==> src/rtl/rect_flip_pkg.sv <==
// Purpose : shared types for the rectangle flip engine (modes, result status, FSM states).
// Latency : n/a (types and a pure helper function only).
// Backpr. : n/a.
package rect_flip_pkg;

  typedef enum logic [1:0] {
    MODE_FORCE = 2'd0,
    MODE_COND  = 2'd1,
    MODE_PROBE = 2'd2,
    MODE_RSVD  = 2'd3   // behaves as PROBE
  } mode_e;

  typedef enum logic [1:0] {
    ST_FLIPPED      = 2'd0,
    ST_NOT_CHECKER  = 2'd1,
    ST_DEGENERATE   = 2'd2,
    ST_OUT_OF_RANGE = 2'd3
  } status_e;

  typedef enum logic [1:0] {
    S_IDLE = 2'd0,
    S_EVAL = 2'd1,
    S_RESP = 2'd2
  } state_e;

  // Matrix storage is column-major with element (0,0) in the MSB.
  function automatic int elem_pos(input int r, input int c, input int rows, input int n);
    return n - 1 - (c * rows + r);
  endfunction

endpackage

==> src/rtl/rect_flip_engine_if.sv <==
// Purpose : command/result handshake bundle between a requester and rect_flip_engine.
// Latency : n/a (wires only).
// Backpr. : cmd_ready / res_ready valid-ready pairs.
// Ports   : master = requester (drives cmd_*, res_ready); slave = engine (drives cmd_ready, res_*).
interface rect_flip_engine_if #(
  parameter int ROWS = 4,
  parameter int COLS = 4
);
  localparam int RW = ($clog2(ROWS) > 1) ? $clog2(ROWS) : 1;
  localparam int CW = ($clog2(COLS) > 1) ? $clog2(COLS) : 1;

  logic          cmd_valid;
  logic          cmd_ready;
  logic [RW-1:0] cmd_r1;
  logic [RW-1:0] cmd_r2;
  logic [CW-1:0] cmd_c1;
  logic [CW-1:0] cmd_c2;
  logic [1:0]    cmd_mode;
  logic          res_valid;
  logic          res_ready;
  logic [1:0]    res_status;

  modport master (
    output cmd_valid, cmd_r1, cmd_r2, cmd_c1, cmd_c2, cmd_mode, res_ready,
    input  cmd_ready, res_valid, res_status
  );

  modport slave (
    input  cmd_valid, cmd_r1, cmd_r2, cmd_c1, cmd_c2, cmd_mode, res_ready,
    output cmd_ready, res_valid, res_status
  );
endinterface

==> src/rtl/rect_mask_gen.sv <==
// Purpose : rectangle corner indices -> four-hot flip mask, corner bit values, range/degenerate flags.
// Latency : combinational.
// Backpr. : none.
// Ports   : i_matrix, i_r1/i_r2/i_c1/i_c2 in; o_mask, o_b11/o_b12/o_b21/o_b22, o_oor, o_degen out.
module rect_mask_gen
  import rect_flip_pkg::*;
#(
  parameter int ROWS = 4,
  parameter int COLS = 4,
  parameter int RW   = 2,
  parameter int CW   = 2
) (
  input  logic [ROWS*COLS-1:0] i_matrix,
  input  logic [RW-1:0]        i_r1,
  input  logic [RW-1:0]        i_r2,
  input  logic [CW-1:0]        i_c1,
  input  logic [CW-1:0]        i_c2,
  output logic [ROWS*COLS-1:0] o_mask,
  output logic                 o_b11,   // M(r1,c1)
  output logic                 o_b12,   // M(r1,c2)
  output logic                 o_b21,   // M(r2,c1)
  output logic                 o_b22,   // M(r2,c2)
  output logic                 o_oor,
  output logic                 o_degen
);
  localparam int N = ROWS * COLS;

  int w_p11, w_p12, w_p21, w_p22;

  assign w_p11 = elem_pos(int'(i_r1), int'(i_c1), ROWS, N);
  assign w_p12 = elem_pos(int'(i_r1), int'(i_c2), ROWS, N);
  assign w_p21 = elem_pos(int'(i_r2), int'(i_c1), ROWS, N);
  assign w_p22 = elem_pos(int'(i_r2), int'(i_c2), ROWS, N);

  assign o_oor   = (int'(i_r1) >= ROWS) || (int'(i_r2) >= ROWS) ||
                   (int'(i_c1) >= COLS) || (int'(i_c2) >= COLS);
  assign o_degen = (i_r1 == i_r2) || (i_c1 == i_c2);

  // Positions are matched by a scan rather than a direct variable bit-select so an
  // out-of-range index never addresses a bit that does not exist.
  always_comb begin
    o_mask = '0;
    o_b11  = 1'b0;
    o_b12  = 1'b0;
    o_b21  = 1'b0;
    o_b22  = 1'b0;
    if (!o_oor) begin
      for (int i = 0; i < N; i++) begin
        if (i == w_p11 || i == w_p12 || i == w_p21 || i == w_p22) o_mask[i] = 1'b1;
        if (i == w_p11) o_b11 = i_matrix[i];
        if (i == w_p12) o_b12 = i_matrix[i];
        if (i == w_p21) o_b21 = i_matrix[i];
        if (i == w_p22) o_b22 = i_matrix[i];
      end
    end
  end

endmodule

==> src/rtl/rect_flip_engine.sv <==
// Purpose : holds a ROWSxCOLS bit matrix and applies/evaluates rectangle corner flips on command.
// Latency : command accepted at edge t, result valid from edge t+2; one command in flight.
// Backpr. : cmd_ready low unless idle with no load; result held until res_ready.
// Ports   : clk, rst (sync, active-high), load_en/load_data, bus (slave), m_out, flip_count, reject_count.
module rect_flip_engine
  import rect_flip_pkg::*;
#(
  parameter int ROWS  = 4,
  parameter int COLS  = 4,
  parameter int CNT_W = 16
) (
  input  logic                 clk,
  input  logic                 rst,
  input  logic                 load_en,
  input  logic [ROWS*COLS-1:0] load_data,
  rect_flip_engine_if.slave    bus,
  output logic [ROWS*COLS-1:0] m_out,
  output logic [CNT_W-1:0]     flip_count,
  output logic [CNT_W-1:0]     reject_count
);
  localparam int N  = ROWS * COLS;
  localparam int RW = ($clog2(ROWS) > 1) ? $clog2(ROWS) : 1;
  localparam int CW = ($clog2(COLS) > 1) ? $clog2(COLS) : 1;

  state_e          r_state, w_state_nxt;
  logic [RW-1:0]   r_r1, r_r2;
  logic [CW-1:0]   r_c1, r_c2;
  mode_e           r_mode;
  logic [N-1:0]    r_matrix;
  status_e         r_status;
  logic [CNT_W-1:0] r_flip_cnt, r_rej_cnt;

  logic [N-1:0]    w_mask;
  logic            w_b11, w_b12, w_b21, w_b22;
  logic            w_oor, w_degen, w_checker;
  logic            w_cmd_hs, w_res_hs;
  status_e         w_eval_status;
  logic            w_do_flip, w_is_reject;

  assign bus.cmd_ready  = (r_state == S_IDLE) && !load_en;
  assign bus.res_valid  = (r_state == S_RESP);
  assign bus.res_status = r_status;
  assign m_out          = r_matrix;
  assign flip_count     = r_flip_cnt;
  assign reject_count   = r_rej_cnt;

  assign w_cmd_hs = bus.cmd_valid && bus.cmd_ready;
  assign w_res_hs = bus.res_valid && bus.res_ready;

  // Works on the captured command so input changes after acceptance are ignored.
  rect_mask_gen #(
    .ROWS(ROWS), .COLS(COLS), .RW(RW), .CW(CW)
  ) u_mask (
    .i_matrix (r_matrix),
    .i_r1     (r_r1),
    .i_r2     (r_r2),
    .i_c1     (r_c1),
    .i_c2     (r_c2),
    .o_mask   (w_mask),
    .o_b11    (w_b11),
    .o_b12    (w_b12),
    .o_b21    (w_b21),
    .o_b22    (w_b22),
    .o_oor    (w_oor),
    .o_degen  (w_degen)
  );

  assign w_checker = (w_b11 == w_b22) && (w_b12 == w_b21) && (w_b11 != w_b12);

  always_comb begin
    w_eval_status = ST_FLIPPED;
    w_do_flip     = 1'b0;
    if (w_oor) begin
      w_eval_status = ST_OUT_OF_RANGE;
    end else if (w_degen) begin
      w_eval_status = ST_DEGENERATE;
    end else begin
      case (r_mode)
        MODE_FORCE: w_do_flip = 1'b1;
        MODE_COND: begin
          if (w_checker) w_do_flip = 1'b1;
          else           w_eval_status = ST_NOT_CHECKER;
        end
        // PROBE and the reserved code only report what COND would do.
        default: if (!w_checker) w_eval_status = ST_NOT_CHECKER;
      endcase
    end
    w_is_reject = ((r_mode == MODE_FORCE) || (r_mode == MODE_COND)) &&
                  (w_eval_status != ST_FLIPPED);
  end

  always_comb begin
    w_state_nxt = r_state;
    case (r_state)
      S_IDLE:  if (w_cmd_hs) w_state_nxt = S_EVAL;
      S_EVAL:  w_state_nxt = S_RESP;
      S_RESP:  if (w_res_hs) w_state_nxt = S_IDLE;
      default: w_state_nxt = S_IDLE;
    endcase
  end

  always_ff @(posedge clk) begin
    if (rst) begin
      r_state    <= S_IDLE;
      r_matrix   <= '0;
      r_status   <= ST_FLIPPED;
      r_flip_cnt <= '0;
      r_rej_cnt  <= '0;
      r_r1       <= '0;
      r_r2       <= '0;
      r_c1       <= '0;
      r_c2       <= '0;
      r_mode     <= MODE_FORCE;
    end else begin
      r_state <= w_state_nxt;
      if ((r_state == S_IDLE) && load_en) r_matrix <= load_data;
      if (w_cmd_hs) begin
        r_r1   <= bus.cmd_r1;
        r_r2   <= bus.cmd_r2;
        r_c1   <= bus.cmd_c1;
        r_c2   <= bus.cmd_c2;
        r_mode <= mode_e'(bus.cmd_mode);
      end
      // Result, matrix and counters all commit on the EVAL->RESP edge so they
      // are coherent in the first cycle res_valid is high.
      if (r_state == S_EVAL) begin
        r_status <= w_eval_status;
        if (w_do_flip) begin
          r_matrix <= r_matrix ^ w_mask;
          if (r_flip_cnt != {CNT_W{1'b1}}) r_flip_cnt <= r_flip_cnt + CNT_W'(1);
        end
        if (w_is_reject && (r_rej_cnt != {CNT_W{1'b1}})) r_rej_cnt <= r_rej_cnt + CNT_W'(1);
      end
    end
  end

endmodule

==> src/flat_wrapper.sv <==
// flat-port wrapper written by rule: the top's interface ports become plain ports
module rect_flip_engine_flat import rect_flip_pkg::*;
#(
  parameter int ROWS  = 4,
  parameter int COLS  = 4,
  parameter int CNT_W = 16
)
  (clk, rst, load_en, load_data, m_out, flip_count, reject_count, bus_cmd_valid, bus_cmd_r1, bus_cmd_r2, bus_cmd_c1, bus_cmd_c2, bus_cmd_mode, bus_res_ready, bus_cmd_ready, bus_res_valid, bus_res_status);
  rect_flip_engine_if #(.ROWS(ROWS), .COLS(COLS)) bus_i ();
  input  logic clk;
  input  logic rst;
  input  logic load_en;
  input  logic [ROWS*COLS-1:0] load_data;
  output logic [ROWS*COLS-1:0] m_out;
  output logic [CNT_W-1:0] flip_count;
  output logic [CNT_W-1:0] reject_count;
  input wire logic [$bits(bus_i.cmd_valid)-1:0] bus_cmd_valid;
  input wire logic [$bits(bus_i.cmd_r1)-1:0] bus_cmd_r1;
  input wire logic [$bits(bus_i.cmd_r2)-1:0] bus_cmd_r2;
  input wire logic [$bits(bus_i.cmd_c1)-1:0] bus_cmd_c1;
  input wire logic [$bits(bus_i.cmd_c2)-1:0] bus_cmd_c2;
  input wire logic [$bits(bus_i.cmd_mode)-1:0] bus_cmd_mode;
  input wire logic [$bits(bus_i.res_ready)-1:0] bus_res_ready;
  output wire logic [$bits(bus_i.cmd_ready)-1:0] bus_cmd_ready;
  output wire logic [$bits(bus_i.res_valid)-1:0] bus_res_valid;
  output wire logic [$bits(bus_i.res_status)-1:0] bus_res_status;
  assign bus_i.cmd_valid = bus_cmd_valid;
  assign bus_i.cmd_r1 = bus_cmd_r1;
  assign bus_i.cmd_r2 = bus_cmd_r2;
  assign bus_i.cmd_c1 = bus_cmd_c1;
  assign bus_i.cmd_c2 = bus_cmd_c2;
  assign bus_i.cmd_mode = bus_cmd_mode;
  assign bus_i.res_ready = bus_res_ready;
  assign bus_cmd_ready = bus_i.cmd_ready;
  assign bus_res_valid = bus_i.res_valid;
  assign bus_res_status = bus_i.res_status;
  rect_flip_engine #(.ROWS(ROWS), .COLS(COLS), .CNT_W(CNT_W)) u_core (.clk(clk), .rst(rst), .load_en(load_en), .load_data(load_data), .bus(bus_i), .m_out(m_out), .flip_count(flip_count), .reject_count(reject_count));
endmodule
==> config.mk <==
export PLATFORM = sky130hd
export DESIGN_NAME = rect_flip_engine_flat
export DESIGN_NICKNAME = d
export VERILOG_FILES = /design/src/rtl/rect_flip_pkg.sv /design/src/rtl/rect_flip_engine_if.sv /design/src/rtl/rect_mask_gen.sv /design/src/rtl/rect_flip_engine.sv /design/src/flat_wrapper.sv
export SDC_FILE = /design/constraint.sdc
export NUM_CORES = 1
export LEC_CHECK = 0
export BUFFER_PORTS_ARGS = -buffer_cell sky130_fd_sc_hd__buf_2
export CELL_PAD_IN_SITES_DETAIL_PLACEMENT = 0
export CELL_PAD_IN_SITES_GLOBAL_PLACEMENT = 1
export CORE_ASPECT_RATIO = 0.75
export CORE_UTILIZATION = 42
export CTS_BUF_LIST = sky130_fd_sc_hd__clkbuf_2
export DETAILED_ROUTE_END_ITERATION = 16
export HOLD_SLACK_MARGIN = 0.05
export PLACE_DENSITY_LB_ADDON = 0.1
export SYNTH_ARGS = -nofsm -noshare
export SYNTH_HDL_FRONTEND = slang
export SYNTH_SLANG_ARGS = --single-unit
==> constraint.sdc <==
create_clock -name clk -period 4.7 [get_ports clk]
set_clock_uncertainty 0.1 [all_clocks]
set_input_delay 0.705 -clock clk [delete_from_list [all_inputs] [get_ports clk]]
set_output_delay 0.705 -clock clk [all_outputs]
set_load 0.05 [all_outputs]
==> results.sh, run 1 <==
export IMPL_cts_sinks=62
export IMPL_worstRegToRegCells=12
export IMPL_path_cells="inv_1 -> ha_1 -> nor2b_1 -> nor2_1 -> xnor2_1 -> a311o_1 -> a22oi_1 -> or4_4 -> a311o_1 -> buf_4 -> or4_1 -> nand2_1"
export IMPL_clk_pin_slew_ns=0.19
export IMPL_place_area_um2=4932
export IMPL_syn_num_nets=624
export IMPL_numCtsBuffers=9
export IMPL_syn_area_um2=4481
export IMPL_syn_instance_count=577
export IMPL_slowest_delay_ns=0.69
export IMPL_ys_types=71
export IMPL_fin_setup_tns_ns=0
export IMPL_tightest_slew_ns=0.8018
export IMPL_ys_ff_latch=62
export IMPL_drv_cap=0
export IMPL_ys_flop_type="dfxtp_1"
export IMPL_clock_latency_ns=0.50
export IMPL_routedWlPerCell_um=17.89
export IMPL_drtIter0Drc=421
export IMPL_vias=4654
export IMPL_fin_crit_ns=4.231
export IMPL_crit_arrival_ns=4.59
export IMPL_critPathRequiredTime_ns=5.06
export IMPL_worstPathMaxFanout=46
export IMPL_routed_wl_um=13960
export IMPL_stdcell_count=780
export IMPL_synth_top_area_share_pct=27.70
export IMPL_hold_buffers=0
export IMPL_rrSetupSlack_ns=0.47
export IMPL_min_to="u_core.r_r1[0]$_SDFFE_PP0P_"
export IMPL_synth_edf_count=0
export IMPL_worstHoldPathType="input port to flip-flop"
export IMPL_synthArstFlopShare_pct=0
export IMPL_ys_top_cells_by_area="dfxtp_1 (28%), a21oi_1 (6.1%), nand2_1 (5.6%)"
export IMPL_max_freq_mhz=236.4
export IMPL_die_h_um=91.45
export IMPL_initial_core_util_pct=43.37
export IMPL_synth_top_cells_by_count="nand2_1 (67), dfxtp_1 (62), a21oi_1 (55)"
export IMPL_drc=0
export IMPL_start_kind="flip-flop"
export IMPL_grt_max_degree=47
export IMPL_whs_ns=0.3215
export IMPL_yosysTopAreaCell="dfxtp_1"
export IMPL_core_um2=10330
export IMPL_crit_type="flip-flop to flip-flop"
export IMPL_cts_buffer_depth=2
export IMPL_status="complete, no violations"
export IMPL_ant_nets=0
export IMPL_grt_use_total_pct=25.87
export IMPL_finalCritPeriodShare_pct=90.02
export IMPL_cts_tree="built"
export IMPL_postLayoutCoreUtil_pct=48.76
export IMPL_seq_area_frac_synth_pct=27.70
export IMPL_fp_dieW_um=121.3
export IMPL_grt_antenna_before_repair=0
export IMPL_critPathSlowestCell="dfxtp_1"
export IMPL_routed_via_density=5.967
export IMPL_root_buffer="clkbuf_2"
export IMPL_p_leak_uw=0.002007
export IMPL_cts_max_level=3
export IMPL_finalSetupViolCount=0
export IMPL_rows=32
export IMPL_dp_hpwl_um=10000
export IMPL_cp_common_cell="a311o_1"
export IMPL_end_kind="flip-flop"
export IMPL_cts_resized=0
export IMPL_slew_headroom_pct=46.48
export IMPL_worstReg2RegEnd="u_core.flip_count[2]$_SDFFE_PP0P_"
export IMPL_first_global_vias=4192
export IMPL_grt_pass1_wl_um=22340
export IMPL_cts_setup_buffers=0
export IMPL_r2r_start="u_core.r_c2[1]$_SDFFE_PP0P_"
export IMPL_dp_cells=764
export IMPL_hold_viol=0
export IMPL_min_path_cells=3
export IMPL_synth_most_common_cell="nand2_1"
export IMPL_dr_pass1_iters=5
export IMPL_layout_nets=686
export IMPL_syn_area_per_cell_um2=7.765
export IMPL_rsz0062_at_grt="no"
export IMPL_powerDensity_nw_per_um2=236.0
export IMPL_slew_violations=0
export IMPL_grt_ovfl_total=0
export IMPL_port_buffers=82
export IMPL_drive_gt1_share_pct=21.12
export IMPL_antenna_cells=0
export IMPL_die_area_um2=11090
export IMPL_synthToLayoutAreaGrowth_pct=12.43
export IMPL_vdd_drop_max_v=0.0001012
export IMPL_pin_count=83
export IMPL_yosys_warnings=0
export IMPL_min_from="bus_cmd_r1[0]"
export IMPL_gp_congestion=0.9283
export IMPL_finalInstanceArea_um2=5037
-- kinds of logic (layout without fill, tap and decap cells) --
logic type / after synthesis / after routing / share of synthesized area, %
AND/OR/NAND/NOR: 222 / 222 / 25.44
adder cells (fa/ha/maj): 16 / 16 / 4.468
buffers and inverters: 63 / 130 / 6.506
flip-flops: 62 / 62 / 27.70
multiplexers: 23 / 23 / 6.479
AO/OA/AOI/OAI: 181 / 181 / 27.45
XOR/XNOR: 10 / 10 / 1.955
-- how the worst max path moves through the flow --
stage | slack (ns) | endpoint | cells past startpoint | from
after CTS | 0.49 | u_core.flip_count[4]$_SDFFE_PP0P_ | 12 | u_core.r_c2[1]$_SDFFE_PP0P_
after global routing | 0.17 | u_core.flip_count[4]$_SDFFE_PP0P_ | 12 | u_core.r_c2[1]$_SDFFE_PP0P_
after global placement | 0.77 | u_core.flip_count[4]$_SDFFE_PP0P_ | 12 | u_core.r_c2[1]$_SDFFE_PP0P_
final | 0.47 | u_core.flip_count[2]$_SDFFE_PP0P_ | 12 | u_core.r_c2[1]$_SDFFE_PP0P_
after detailed placement | 0.54 | u_core.flip_count[4]$_SDFFE_PP0P_ | 12 | u_core.r_c2[1]$_SDFFE_PP0P_
after floorplan | 1.04 | u_core.flip_count[8]$_SDFFE_PP0P_ | 14 | u_core.r_r1[1]$_SDFFE_PP0P_
-- layout by cell type, fill, tap and decap left out, drive strengths merged, types with 15 or more instances in the layout --
master and instances:
buf 92, nand2 67, dfxtp 62, a21oi 56, nor2 32, nor2b 28
o21ai 27, inv 22, nor3 18, ha 16, mux2 15
-- worst max-delay path, delay by kind of cell, from the launching register on --
family	cells	cell delay [ns]
adders and majority gates	1	0.35
AOI/OAI and AO/OA	3	0.76
and+or+nand+nor	5	1.41
buffers and inverters	2	0.48
xor gates and xnor gates	1	0.40
DFF	1	0.69
-- where the power goes --
part | leakage, uW | total [uW] | switching, uW | internal (uW)
clock network | 0.0000670 | 330 | 207 | 123
registers | 0.000504 | 572 | 31.1 | 541
logic | 0.00144 | 287 | 187 | 99.5
total | 0.00201 | 1190 | 425 | 764
-- final cells by class --
class	count	area, um2
clock buffer	11	55.05
clock inverter	5	50.05
fill	1082	5293
inverter	22	82.58
multi-input combinational	452	2953
sequential	62	1241
tap	136	170.2
timing repair buffer	92	485.5
-- registers in the layout, indices dropped and copies added (netlist names) --
signal                 count
u_core.r_state             2
u_core.bus.res_status      2
u_core.r_r1                2
u_core.flip_count         16
u_core.reject_count       16
u_core.r_mode              2
u_core.r_c1                2
u_core.r_r2                2
u_core.m_out              16
u_core.r_c2                2
-- per-layer routing --
layer	wire length [um]	track usage (%)	vias up	part of all wire, %
li1	-	-	2278	-
met1	7090	38.83	2191	51
met2	5785	37.33	177	41
met3	963	5.528	8	6.9
met4	119	5.144	0	0.85
met5	0	0	-	0
-- through the flow --
stage / worst slack, ns / total power (uW)
2_1_floorplan: 1.041 / 783.6
3_3_place_gp: 0.7737 / 861.1
3_5_place_dp: 0.5414 / 864.3
4_1_cts: 0.4927 / 1196
5_1_grt: 0.1674 / 1255
6_report: 0.4691 / 1189
Note: power is estimated with default switching activity, not from simulation.
==> run 2: changes to the inputs <==
- ABC_AREA: default -> 1
- CORE_UTILIZATION: 42 -> 41
==> run 2 against run 1 <==
Against the previous run: flip-flop and latch count is the same; non-clock buffer count shrank 6; area after synthesis grew 22%; combinational power grew 87%; sequential share of layout area shrank 4.3 points; worst setup slack gained 0.22 ns.
==> results.sh, run 2 <==
export IMPL_clock_latency_ns=0.57
export IMPL_cp_startpoint="u_core.r_c2[1]$_SDFFE_PP0P_"
export IMPL_fin_crit_ns=4.014
export IMPL_port_buffers=82
export IMPL_p_total_uw=1478
export IMPL_cts_tree="built"
export IMPL_critPathSlowestCell="dfxtp_1"
export IMPL_max_freq_mhz=249.2
export IMPL_cts_resized=0
export IMPL_syn_instance_count=880
export IMPL_routedWlPerCell_um=15.19
export IMPL_synthArstFlopShare_pct=0
export IMPL_vdd_drop_max_v=0.0001197
export IMPL_min_path_cells=3
export IMPL_ys_top_cells_by_area="dfxtp_1 (23%), nand2_1 (13%), inv_1 (7.5%)"
export IMPL_drive_gt1_share_pct=19.23
export IMPL_layout_commonest_cell="nand2_1"
export IMPL_grt_use_total_pct=25.34
export IMPL_cts_setup_buffers=0
export IMPL_slew_violations=0
export IMPL_place_area_um2=5992
export IMPL_vias=5956
export IMPL_powerDensity_nw_per_um2=242.3
export IMPL_worstRegToRegCells=31
export IMPL_status="complete, no violations"
export IMPL_cts_sinks=62
export IMPL_finalCritPeriodShare_pct=85.40
export IMPL_cts_buffer_depth=2
export IMPL_grt_pass1_wl_um=27160
export IMPL_yosys_warnings=0
export IMPL_synth_most_common_cell="nand2_1"
export IMPL_drtIter0Drc=596
export IMPL_rows=36
export IMPL_finalSetupViolCount=0
export IMPL_fp_dieW_um=135.5
export IMPL_worstPathMaxFanout=17
export IMPL_grt_ovfl_total=0
export IMPL_ys_types=45
export IMPL_dr_pass1_iters=6
export IMPL_drv_cap=0
export IMPL_multi_input_area_um2=3605
export IMPL_worstHoldPathType="input port to flip-flop"
export IMPL_start_kind="flip-flop"
export IMPL_grt_max_degree=35
export IMPL_p_leak_uw=0.002851
export IMPL_ys_flop_type="dfxtp_1"
export IMPL_hold_viol=0
export IMPL_whs_ns=0.2861
export IMPL_synthMuxAreaShare_pct=0.6169
export IMPL_slowest_delay_ns=0.54
export IMPL_synthSimpleGateAreaFrac_pct=41.72
export IMPL_hold_buffers=0
export IMPL_end_kind="flip-flop"
export IMPL_seqCellArea_um2=1241
export IMPL_layout_nets=999
export IMPL_rrSetupSlack_ns=0.69
export IMPL_tightest_slew_ns=1.069
export IMPL_cp_common_cell="nand2_1"
export IMPL_routed_wl_um=17140
export IMPL_final_cell_mix="nand2_1 (192), inv_1 (109), nor2_1 (96)"
export IMPL_clk_pin_slew_ns=0.24
export IMPL_syn_area_um2=5477
export IMPL_synth_xor_xnor_area_share_pct=8.271
export IMPL_synth_top_cells_by_count="nand2_1 (192), inv_1 (109), nor2_1 (96)"
export IMPL_gp_congestion=0.9476
export IMPL_r2r_start="u_core.r_c2[1]$_SDFFE_PP0P_"
export IMPL_min_from="bus_cmd_r1[0]"
export IMPL_die_h_um=102.1
export IMPL_synth_adder_area_share_pct=3.655
export IMPL_numCtsBuffers=9
export IMPL_synth_edf_count=0
export IMPL_min_to="u_core.r_r1[0]$_SDFFE_PP0P_"
export IMPL_fin_setup_tns_ns=0
export IMPL_antenna_cells=0
export IMPL_n_fill_cell=1419
export IMPL_cts_max_level=3
export IMPL_pin_count=83
export IMPL_die_area_um2=13830
export IMPL_syn_num_nets=927
export IMPL_synth_top_family_by_area="simple AND/OR/NAND/NOR gates"
export IMPL_first_global_vias=5309
export IMPL_ant_nets=0
export IMPL_dp_cells=1112
export IMPL_rsz0062_at_grt="no"
export IMPL_seq_area_frac_synth_pct=22.66
export IMPL_syn_area_per_cell_um2=6.223
export IMPL_worstReg2RegEnd="u_core.reject_count[1]$_SDFFE_PP0P_"
export IMPL_routed_via_density=5.280
export IMPL_slew_headroom_pct=28.58
export IMPL_initial_core_util_pct=42.07
export IMPL_synth_top_area_share_pct=22.66
export IMPL_ys_ff_latch=62
export IMPL_core_um2=13020
export IMPL_synthToLayoutAreaGrowth_pct=11.42
export IMPL_root_buffer="clkbuf_2"
export IMPL_yosysTopAreaCell="dfxtp_1"
export IMPL_finalInstanceArea_um2=6102
export IMPL_crit_type="flip-flop to flip-flop"
export IMPL_dp_hpwl_um=12940
export IMPL_synth_compound_area_share_pct=11.45
export IMPL_crit_arrival_ns=4.36
export IMPL_stdcell_count=1128
export IMPL_drc=0
export IMPL_grt_antenna_before_repair=0
export IMPL_critPathRequiredTime_ns=5.05
==> run 2: worst max-delay path by stage <==
stage,end,slack (ns),cells after the start
4_1_cts,u_core.reject_count[1]$_SDFFE_PP0P_,0.72,31
6_report,u_core.reject_count[1]$_SDFFE_PP0P_,0.69,31
3_3_place_gp,u_core.m_out[1]$_SDFF_PP0_,0.79,28
5_1_grt,u_core.reject_count[0]$_SDFFE_PP0P_,0.27,29
2_1_floorplan,u_core.reject_count[11]$_SDFFE_PP0P_,1.50,32
3_5_place_dp,u_core.m_out[1]$_SDFF_PP0_,0.78,29
==> run 2: metal layers <==
metal  global-route usage (%)  vias to the layer above  wire, um
li1                         -                     3001         -
met1                    37.26                     2722      8829
met2                    36.80                      214      6786
met3                    5.903                       19      1311
met4                    6.050                        0       209
met5                        0                        -         0
==> run 2: metrics by stage <==
stage,util [%],setup WS [ns]
after floorplan,-,1.501
after global placement,46.03,0.7868
after global routing,46.88,0.2684
final,46.88,0.6864
after detailed placement,46.03,0.7839
after CTS,46.88,0.7153
==> run 2: cell families after synthesis <==
group | after synthesis
simple gates | 481
buf+inv | 156
fa+ha+maj | 16
flops | 62
compound gates | 112
xor+xnor | 50
mux | 3
==> run 2: power by group <==
group | internal (uW) | total, uW | switching [uW]
logic | 148 | 537 | 389
registers | 549 | 587 | 38.6
clock network | 119 | 354 | 236
total | 815 | 1480 | 663
==> run 2: worst max-delay path, delay by kind of cell, from the launching register on <==
kind	cells	cell delay, ns
AND/OR/NAND/NOR	26	2.35
flip-flops	1	0.54
AO/OA/AOI/OAI	2	0.34
adder cells (fa/ha/maj)	1	0.32
buffers and inverters	2	0.22
==> run 2: layout make-up <==
cell class              count  area share (%)
clock buffers               9          0.7382
multi-input cells         662           59.07
inverters                 131           8.058
clock inverters             7           1.066
repair buffers             86           7.218
flip-flops and latches     62           20.34
well taps                 171           3.506
==> run 3: changes to the inputs <==
- GPL_ROUTABILITY_DRIVEN: default -> 0
- SYNTH_HIERARCHICAL: default -> 1
==> run 3 against run 2 <==
Against the previous run: critical path depth is 7 lower; combinational power fell by 38%; global-route usage increased by 0.080 points; non-clock buffer count is 1 lower; sequential power down 1%; clock power shrank 4%; fmax down 5.3%; area after synthesis down 6.7%; wire length decreased by 8.1%; critical endpoint is now u_core/reject_count[15]$_SDFFE_PP0P_; highest routed layer unchanged.
==> results.sh, run 3 <==
export IMPL_worstPathMaxFanout=11
export IMPL_critPathRequiredTime_ns=5.05
export IMPL_p_leak_uw=0.002529
export IMPL_cts_setup_buffers=0
export IMPL_crit_buf_inv=2
export IMPL_hold_buffers=0
export IMPL_ys_top_cells_by_area="dfxtp_1 (24%), nand2_1 (15%), nor2_1 (8.7%)"
export IMPL_routedWlPerCell_um=14.77
export IMPL_die_h_um=98.68
export IMPL_syn_area_per_cell_um2=6.186
export IMPL_pin_count=83
export IMPL_cts_buffer_depth=2
export IMPL_rsz0062_at_grt="no"
export IMPL_path_cells="inv_2 -> ha_1 -> nand3_1 -> nand2_1 -> xor2_1 -> nand2_2 -> nor3_4 -> nand3_1 -> nand4_1 -> nor2_1 -> nand4_1 -> nor2_1 -> nand4_1 -> nor2_1 -> nand4_1 -> nand2_1 -> inv_1 -> nand2_1 -> nand3_1 -> nand2_2 -> nand2_1 -> nor2_2 -> nand2_1 -> a21oi_2"
export IMPL_final_cell_mix="nand2_1 (210), nor2_1 (119), buf_2 (82)"
export IMPL_slew_headroom_pct=58.61
export IMPL_ys_flop_type="dfxtp_1"
export IMPL_port_buffers=82
export IMPL_initial_core_util_pct=43.05
export IMPL_syn_area_um2=5110
export IMPL_cp_common_cell="nand2_1"
export IMPL_path_delay_family="simple AND/OR/NAND/NOR gates"
export IMPL_worstHoldPathType="input port to flip-flop"
export IMPL_whs_ns=0.3358
export IMPL_drive_gt1_share_pct=17.81
export IMPL_ys_types=46
export IMPL_grt_ovfl_total=0
export IMPL_slowest_delay_ns=0.69
export IMPL_yosys_warnings=6
export IMPL_grt_pass1_wl_um=25540
export IMPL_drc=0
export IMPL_finalSetupViolCount=0
export IMPL_grt_max_degree=49
export IMPL_crit_type="flip-flop to flip-flop"
export IMPL_layout_commonest_cell="nand2_1"
export IMPL_fin_setup_tns_ns=0
export IMPL_stdcell_count=1066
export IMPL_synthArstFlopShare_pct=0
export IMPL_grt_use_total_pct=25.41
export IMPL_dp_hpwl_um=11720
export IMPL_seq_area_frac_synth_pct=24.29
export IMPL_syn_num_nets=871
export IMPL_start_kind="flip-flop"
export IMPL_clk_pin_slew_ns=0.25
export IMPL_rows=34
export IMPL_dp_cells=1050
export IMPL_powerDensity_nw_per_um2=219.5
export IMPL_max_freq_mhz=235.9
export IMPL_tightest_slew_ns=0.6202
export IMPL_n_fill_cell=1292
export IMPL_cts_sinks=62
export IMPL_cts_resized=0
export IMPL_finalInstanceArea_um2=5712
export IMPL_multi_input_area_um2=3388
export IMPL_dr_pass1_iters=7
export IMPL_syn_instance_count=826
export IMPL_vias=5596
export IMPL_antenna_cells=0
export IMPL_synth_top_cells_by_count="nand2_1 (210), nor2_1 (119), inv_1 (72), nand3_1 (72), dfxtp_1 (62)"
export IMPL_drtIter0Drc=527
export IMPL_critPathSlowestCell="dfxtp_1"
export IMPL_place_area_um2=5607
export IMPL_fin_crit_ns=4.238
export IMPL_drv_cap=0
export IMPL_layout_nets=944
export IMPL_numCtsBuffers=9
export IMPL_ant_nets=0
export IMPL_cts_max_level=3
export IMPL_finalCritPeriodShare_pct=90.18
export IMPL_routed_via_density=5.250
export IMPL_root_buffer="clkbuf_2"
export IMPL_crit_arrival_ns=4.59
export IMPL_first_global_vias=5039
export IMPL_synth_edf_count=0
export IMPL_p_total_uw=1254
export IMPL_end_kind="flip-flop"
export IMPL_synth_most_common_cell="nand2_1"
export IMPL_hold_viol=0
export IMPL_yosysTopAreaCell="dfxtp_1"
export IMPL_ys_ff_latch=62
export IMPL_slew_violations=0
export IMPL_grt_antenna_before_repair=0
export IMPL_clock_latency_ns=0.55
export IMPL_routed_wl_um=15740
export IMPL_synth_top_area_share_pct=24.29
export IMPL_synthToLayoutAreaGrowth_pct=11.78
export IMPL_seqCellArea_um2=1241
export IMPL_die_area_um2=12920
export IMPL_vdd_drop_max_v=0.0001235
export IMPL_fp_dieW_um=130.9
export IMPL_cts_tree="built"
export IMPL_status="complete, no violations"
export IMPL_core_um2=11870
==> run 3: cell types whose count changed in the layout (fill, tap and decap cells not counted), sizes merged, moves of 7 or more <==
cell    change
a211oi     +11
nand3       -9
nor4        -8
inv        -40
a21oi       -7
nor2       +27
xor2       -11
o21ai      -10
nand4      -10
==> run 3: cells by family after synthesis <==
group	Yosys count	synth area share, %
compound gates	112	12.49
xor+xnor	38	7.321
fa+ha+maj	14	3.428
buf+inv	114	9.403
flops	62	24.29
other cells	1	0.07339
simple gates	485	43.00
==> run 3: power by group <==
part,internal [uW],switching (uW),total (uW),leakage (uW)
registers,544,37.0,581,0.000505
logic,96.5,237,334,0.00196
clock network,123,216,339,0.0000670
total,763,490,1250,0.00253
==> run 3: stage by stage <==
stage          setup slack [ns]  util, %
2_1_floorplan             1.561        -
3_3_place_gp             0.5374    47.24
3_5_place_dp             0.5194    47.24
4_1_cts                  0.4749    48.12
5_1_grt                 0.04784    48.12
6_report                 0.4617    48.12
==> run 3: path summary, 6_finish.rpt <==
check | startpoint | endpoint | slack, ns | depth (start not counted)
max | u_core/r_r1[1]$_SDFFE_PP0P_ | u_core/reject_count[15]$_SDFFE_PP0P_ | 0.46 | 24
min | load_data[1] | u_core/m_out[1]$_SDFF_PP0_ | 0.34 | 3
max reg2reg | u_core/r_r1[1]$_SDFFE_PP0P_ | u_core/reject_count[15]$_SDFFE_PP0P_ | 0.46 | 24
min reg2reg | u_core/flip_count[15]$_SDFFE_PP0P_ | u_core/flip_count[15]$_SDFFE_PP0P_ | 0.41 | 2
==> run 3: cell type report <==
type                    instances  share of cell area [%]
clock buffers                  11                  0.9639
clock inverters                 5                  0.8762
inverters                      91                   5.980
multi-input cells             650                   59.32
flip-flops and latches         62                   21.73
well taps                     162                   3.549
repair buffers                 85                   7.579
==> run 3: per-layer routing <==
layer  part of all wire, %  track usage [%]  vias up
met5                     0                0        -
met4                  0.92            5.217        0
met3                   7.7            6.460       11
met2                    39            35.98      201
met1                    52            38.18     2533
li1                      -                -     2851
==> run 3: worst reg2reg max path, delay by kind of cell (launching register included) <==
family,cells,cell delay (ns)
buffers and inverters,2,0.21
adder cells (fa/ha/maj),1,0.41
AO/OA/AOI/OAI,1,0.13
AND/OR/NAND/NOR,19,2.49
XOR/XNOR,1,0.15
flip-flops,1,0.69
